===== config.mk =====
export PLATFORM = sky130hd
export DESIGN_NAME = impact_sram_ctrl
export DESIGN_NICKNAME = d
export VERILOG_FILES = /design/src/rtl/impact_sram_ctrl.sv
export SDC_FILE = /design/constraint.sdc
export NUM_CORES = 1
export LEC_CHECK = 0
export ABC_AREA = 1
export BUFFER_PORTS_ARGS = -buffer_cell sky130_fd_sc_hd__buf_2
export CORE_MARGIN = 5
export CORE_UTILIZATION = 56
export CTS_CLUSTER_DIAMETER = 100
export DETAILED_ROUTE_END_ITERATION = 16
export PLACE_DENSITY = 0.85
export SETUP_SLACK_MARGIN = 0.5
export SLEW_MARGIN = 20
export SYNTH_ARGS = -nofsm -noshare
export SYNTH_HDL_FRONTEND = slang
export SYNTH_SLANG_ARGS = --single-unit

===== constraint.sdc =====
create_clock -name wb_clk_i -period 3.62 [get_ports wb_clk_i]
set_input_delay 0.181 -clock wb_clk_i [delete_from_list [all_inputs] [get_ports wb_clk_i]]
set_output_delay 0.181 -clock wb_clk_i [all_outputs]
set_load 0.02 [all_outputs]

===== src/rtl/impact_sram_ctrl.sv =====
// IMPACT SRAM access sequencer: precharge, wordline access and recovery
// phases for single-word reads and writes behind a valid/ready handshake.
module impact_sram_ctrl #(
  parameter int PRE_CYCLES = 2,
  parameter int WR_CYCLES  = 3,
  parameter int RD_CYCLES  = 3
) (
  input  logic        wb_clk_i,
  input  logic        wb_rst_i,
  input  logic        req_valid,
  output logic        req_ready,
  input  logic        req_we,
  input  logic [4:0]  req_addr,
  input  logic [31:0] req_wdata,
  output logic        rsp_valid,
  output logic [31:0] rsp_rdata,
  output logic        rsp_err,
  output logic        busy,
  output logic [31:0] wl,
  output logic [31:0] bl_out,
  output logic [31:0] blb_out,
  output logic        bl_oe,
  input  logic [31:0] bl_in,
  input  logic [31:0] blb_in
);

  typedef enum logic [2:0] {
    IDLE, PRECH, ACC_WR, ACC_RD, RECOVER
  } state_t;

  localparam logic [3:0] PRE_LD = 4'(PRE_CYCLES - 1);
  localparam logic [3:0] WR_LD  = 4'(WR_CYCLES - 1);
  localparam logic [3:0] RD_LD  = 4'(RD_CYCLES - 1);

  state_t      state;
  logic [3:0]  cnt;
  logic        we_q;
  logic [4:0]  addr_q;
  logic [31:0] wdata_q;
  logic [31:0] data_q;
  logic        err_q;
  logic [31:0] row;

  assign req_ready = (state == IDLE);
  assign row       = 32'd1 << addr_q;

  always_ff @(posedge wb_clk_i) begin
    if (wb_rst_i) begin
      state     <= IDLE;
      cnt       <= '0;
      we_q      <= 1'b0;
      addr_q    <= '0;
      wdata_q   <= '0;
      data_q    <= '0;
      err_q     <= 1'b0;
      wl        <= '0;
      bl_oe     <= 1'b0;
      bl_out    <= '0;
      blb_out   <= '0;
      rsp_valid <= 1'b0;
      rsp_rdata <= '0;
      rsp_err   <= 1'b0;
      busy      <= 1'b0;
    end else begin
      rsp_valid <= 1'b0;
      unique case (state)
        IDLE: begin
          if (req_valid) begin
            we_q    <= req_we;
            addr_q  <= req_addr;
            wdata_q <= req_wdata;
            state   <= PRECH;
            cnt     <= PRE_LD;
            busy    <= 1'b1;
            bl_oe   <= 1'b1;
            bl_out  <= '1;
            blb_out <= '1;
          end
        end
        PRECH: begin
          if (cnt == 4'd0) begin
            wl <= row;
            if (we_q) begin
              state   <= ACC_WR;
              cnt     <= WR_LD;
              bl_out  <= wdata_q;
              blb_out <= ~wdata_q;
            end else begin
              state   <= ACC_RD;
              cnt     <= RD_LD;
              bl_oe   <= 1'b0;
              bl_out  <= '0;
              blb_out <= '0;
            end
          end else begin
            cnt <= cnt - 4'd1;
          end
        end
        ACC_WR: begin
          if (cnt == 4'd0) begin
            state   <= RECOVER;
            wl      <= '0;
            bl_oe   <= 1'b0;
            bl_out  <= '0;
            blb_out <= '0;
          end else begin
            cnt <= cnt - 4'd1;
          end
        end
        ACC_RD: begin
          if (cnt == 4'd0) begin
            // a bit pair that is not differential marks a failed sense
            data_q <= bl_in;
            err_q  <= |(~(bl_in ^ blb_in));
            state  <= RECOVER;
            wl     <= '0;
          end else begin
            cnt <= cnt - 4'd1;
          end
        end
        RECOVER: begin
          state     <= IDLE;
          busy      <= 1'b0;
          rsp_valid <= 1'b1;
          if (we_q) begin
            rsp_err <= 1'b0;
          end else begin
            rsp_rdata <= data_q;
            rsp_err   <= err_q;
          end
        end
        default: state <= IDLE;
      endcase
    end
  end

endmodule

After elaboration in Yosys (flattened, before gate mapping). Cells that the tools add are included.

Add/sub/neg operators: 1. Eq/ne operators: 10. Shift operators: 1. Multiplexer cells: 27. Bitwise logic cells: 4. Reductions and logical operators: 17.

Operators by type and width (number): two-way mux 32 bit (7); case mux 32 bit (3 select lines) (2); inverter 32 bit (2); case mux 32 bit (2 select lines) (1); OR reduction 32 bit (1); left shift 1 x 5 -> 32 bit, first input constant (1); bitwise XOR 32 bit (1); two-way mux 4 bit (3); case mux 4 bit (3 select lines) (1); != test 2 bit, second input constant (5); two-way mux 3 bit (3); case mux 3 bit (3 select lines) (1); AND reduction 3 bit (3); AND reduction 2 bit (4); two-way mux 1 bit (7); equality test 3 x 2 -> 1 bit, second input constant (2); nonzero test 3 bit (2); AND reduction 5 bit (1); zero test 4 bit (1); AND reduction 4 bit (1); nonzero test 2 bit (2); subtractor 4 x 1 -> 4 bit, second input constant (1); equality test 3 x 1 -> 1 bit, second input constant (1); equality test 3 bit, second input constant (1); 6 further kinds (6).

Register bits: 210. Word-level logic and storage cells: 75.

Longest topological paths before layout.
Word-level depth: 4. Depth in mapped cells: 11.

Worst setup path before layout. No wires, ideal clock.

Path kind: reg2reg. Start: register cnt[0]. End: register bl_out[16]. Library setup time: 0.113 ns. Data arrival time: 1.415 ns. Setup slack: 2.091 ns. Stages on the path, launching flop included: 10. Buffers on the path: 2. Period minus slack after synthesis: 1.529 ns. Cells stage by stage: dfxtp_1 inv_1 ha_1 nand3_2 a21oi_1 nand3_1 buf_4 buf_4 o21ai_1 nor2_1.

Word-level cells in the longest chain between the ends: 3. Elaborated cells between the ends (all ways): 4. Classes of those cells: eq/ne: 2; reduce/logical: 2.

Ends and longest elaborated chain: from (decl) (RTL line 36) `logic [3:0] cnt;`; from (signal assigned) (RTL line 96) `cnt <= cnt - 4'd1;`; from (signal assigned) (RTL line 107) `cnt <= cnt - 4'd1;`; from (signal assigned) (RTL line 118) `cnt <= cnt - 4'd1;`; zero test 4 bit * (RTL line 81, 100); != test 2 bit (no source line); AND reduction 4 bit (no source line) *; to (signal assigned) (RTL line 86) `bl_out <= wdata_q;`; to (decl) (RTL line 20) `output logic [31:0] bl_out,`.

Every way passes the cells marked *; elsewhere a longest branch is shown, timed or not. A chain may end at the register's enable or synchronous reset.

Final worst setup path.
Start: register cnt[0]. End: register blb_out[9].

Word-level cells in the longest chain between the ends: 3. Elaborated cells between the ends (all ways): 4. Classes of those cells: eq/ne: 2; reduce/logical: 2.

Ends and longest elaborated chain: zero test 4 bit * (RTL line 81, 100); != test 2 bit (no source line); AND reduction 4 bit (no source line) *; to (signal assigned) (RTL line 87) `blb_out <= ~wdata_q;`; to (decl) (RTL line 21) `output logic [31:0] blb_out,`.

Marked as above.

==> summary.md <==
| Metric | Value |
|---|---|
| # setup viols final | `0` |
| CTS buffer count | `22` |
| Primary FF master, synth | `dfxtp_1` |
| Vias in the first global route | `8145` |
| Pwr Density | `slightly below 700 mW/mm^2` |
| Maximum operating frequency | `454 MHz` |
| Slew HR | `between 20 and 30%` |
| Fin crit period | `about 2.2 ns` |
| Root Buffer Master | `clkbuf_16` |
| TritonRoute pass-1 iters | `5` |
| Setup TNS | `0 ns` |
| Most numerous cell in the Yosys netlist | `nor2_1` |
| Die width | `between 100 and 150 um` |
| Drt drc | `0` |
| Synth area leaders | `dfxtp_1 (49%), nor2_1 (10%), o21ai_0 (8.6%)` |
| Antenna viol nets, final | `0` |
| DR vias/cell | `5.37` |
| H-tree Lvls | `1` |
| Boundary Pins | `approximately 240` |
| Vias post-DR | `between 8000 and 9000` |
| Port bufs | `237` |
| Max FO, Critical Path | `64` |
| Sinks on Clock Net | `210` |
| Area of the mapped netlist | `around 0.0085 mm^2` |
| Max-cap violations | `0` |
| Layout Skew | `approximately 0.021 ns` |
| Unique masters post-synth | `25` |
| #FFs+latches synth | `210` |
| Min-Delay Path Class | `in2reg` |
| Filler instances | `approximately 1200` |
| Die ar. | `about 0.018 mm^2` |
| Initial antenna violation count | `1` |
| Die height | `~130 um` |
| Core Box Area | `about 0.015 mm^2` |
| Worst-margin pin slew | `between 1 and 1.5 ns` |
| RSZ-0062 raised after global routing | `no` |
| Final cycle utilization of the critical path | `roughly three fifths` |
| GPL Wtd Cong | `~0.87` |
| Yosys top cell by area | `dfxtp_1` |
| CTS Buffer Depth | `3` |
| Slew Limit Fails | `0` |
| IR drop worst, VDD | `around 0.54 mV` |
| Synthesis Warnings | `0` |
| Ys async rst share | `0%` |
| Post-synth top area share | `49.2%` |
| Clock slew at reported path FFs | `~0.060 ns` |
| P_leak | `between 5 and 6 nW` |
| Cts repair resizes | `0` |
| Global-route usage over all layers | `between 20% and 30%` |
| CP arrival | `roughly 2.6 ns` |
| Number of synthesized flops with an enable pin | `0` |
| First-pass GRT wire length | `slightly below 40000 um` |
| Crit end category | `register` |
| Status | `completed` |
| Starting density of the core | `56.6%` |
| Routed WL | `around 24000 um` |
| Post-DP HPWL | `between 15000 and 20000 um` |
| Final hold violation count | `0` |
| Startpoint Class | `register` |
| Drt initial violations | `around 670` |
| Gate Count Post-Synth | `between 1000 and 1500` |
| Syn avg cell area | `approximately 7.3 um^2` |
| Row count | `45` |
| GR Overflow Total | `0` |
| Post-synthesis sequential area ratio | `about half` |
| Largest net degree at the start of global routing | `slightly below 90` |
| Fin util | `between 70% and 80%` |
| Worst-skew pair later-pin latency | `around 0.50 ns` |
| Syn-to-layout area delta | `28.4%` |
| Most frequent cells after synthesis | `nor2_1 (230), dfxtp_1 (210), nand2_1 (155), o21ai_0 (146), a21oi_1 (108)` |
| Final #Nets | `1524` |
| CTS tree | `yes` |
| WS Path Type | `reg2reg` |
| CP required | `4.05 ns` |
| Fraction of layout instances using a drive strength above 1 | `between 20% and 30%` |
| WL/cell | `15.1 um` |
| Syn Nets | `about 1300` |
==> layer usage <==
metal  wire length [um]  track usage (%)  up-vias
met5                  0                0        -
met4                989             11.4        0
met3               1790             5.48       68
met2              11800             44.7      370
met1               9850             30.8     3980
li1                   -                -     4292
==> flip-flops by register name, indices dropped and copies added, names as in the netlist <==
name / flops
rsp_valid: 1
data_q: 32
rsp_err: 1
wdata_q: 32
we_q: 1
bl_out: 32
wl: 32
err_q: 1
cnt: 4
busy: 1
rsp_rdata: 32
bl_oe: 1
addr_q: 5
blb_out: 32
state: 3
==> cell usage in the layout, fill, tap and decap left out, types with 3 or more instances in the layout <==
master	n
buf_4	6
nor2_1	229
nor3_1	17
buf_2	237
o21ai_0	146
inv_1	90
o211a_1	14
a21oi_1	108
dfxtp_1	210
clkbuf_1	7
nand2_1	153
dlygate4sd3_1	55
nand3_1	3
o21ai_1	77
clkbuf_16	22
nand4_1	16
xnor2_1	8
inv_2	8
clkbuf_8	4
==> through the flow <==
step | std cells | setup WS (ns) | hold slack, ns | power [W] | instance area (um^2)
finish | 1621 | 1.42 | 0.00713 | 0.00762 | 11000
global route | 1621 | 1.19 | 0.0203 | 0.00805 | 11000
CTS | 1619 | 1.35 | 0.000801 | 0.00761 | 10900
detailed placement | 1526 | 1.46 | 0.450 | 0.00532 | 9670
global placement | 1526 | 1.52 | 0.444 | 0.00526 | 9670
floorplan | 1176 | 2.09 | 0.329 | 0.00466 | 8550
==> worst paths after layout <==
| kind | endpoint | cells after the start | slack, ns | from |
|---|---|---|---|---|
| min | data_q[0]$_SDFFE_PP0P_ | 3 | 0.007 | bl_in[0] |
| min reg2reg | rsp_rdata[25]$_SDFFE_PP0P_ | 2 | 0.44 | data_q[25]$_SDFFE_PP0P_ |
| max | blb_out[9]$_SDFFE_PP0P_ | 8 | 1.42 | cnt[0]$_SDFFE_PP0P_ |
| max reg2reg | blb_out[9]$_SDFFE_PP0P_ | 8 | 1.42 | cnt[0]$_SDFFE_PP0P_ |
==> worst max-delay path, stage by stage, from the launching register on <==
cell,delay (ns)
dfxtp_1,0.32
inv_1,0.08
ha_1,0.18
nand3_2,0.14
a21oi_1,0.25
nand3_2,0.11
inv_2,0.79
nor2_1,0.12
nor2_1,0.13
==> logic make-up after synthesis <==
| family | count (synthesis) | synth area share [%] |
|---|---|---|
| simple gates | 428 | 19.8 |
| compound gates | 345 | 21.0 |
| flops | 210 | 49.2 |
| buf+inv | 183 | 8.92 |
| xor+xnor | 9 | 0.922 |
| fa+ha+maj | 1 | 0.146 |
==> layout make-up <==
type | count | area (um^2) | share of cell area [%]
Clock inverter | 5 | 86.3 | 0.787
Timing Repair Buffer | 300 | 1830 | 16.7
Sequential cell | 210 | 4200 | 38.3
Clock buffer | 33 | 632 | 5.76
Tap cell | 188 | 235 | 2.14
Multi-Input combinational cell | 783 | 3600 | 32.8
Antenna cell | 1 | 2.50 | 0.0228
Inverter | 101 | 382 | 3.48
==> power by group <==
part	switching, W	total, W	internal [W]
sequential	0.000245	0.00300	0.00275
clock	0.000883	0.00223	0.00135
combinational	0.00163	0.00239	0.000762
==> timing repair <==
action | in CTS | in global routing
hold buffers | 55 | 0
endpoints found under the hold margin | 55 | 0
setup buffers | 0 | 0
Power figures use the tool's default switching activity.
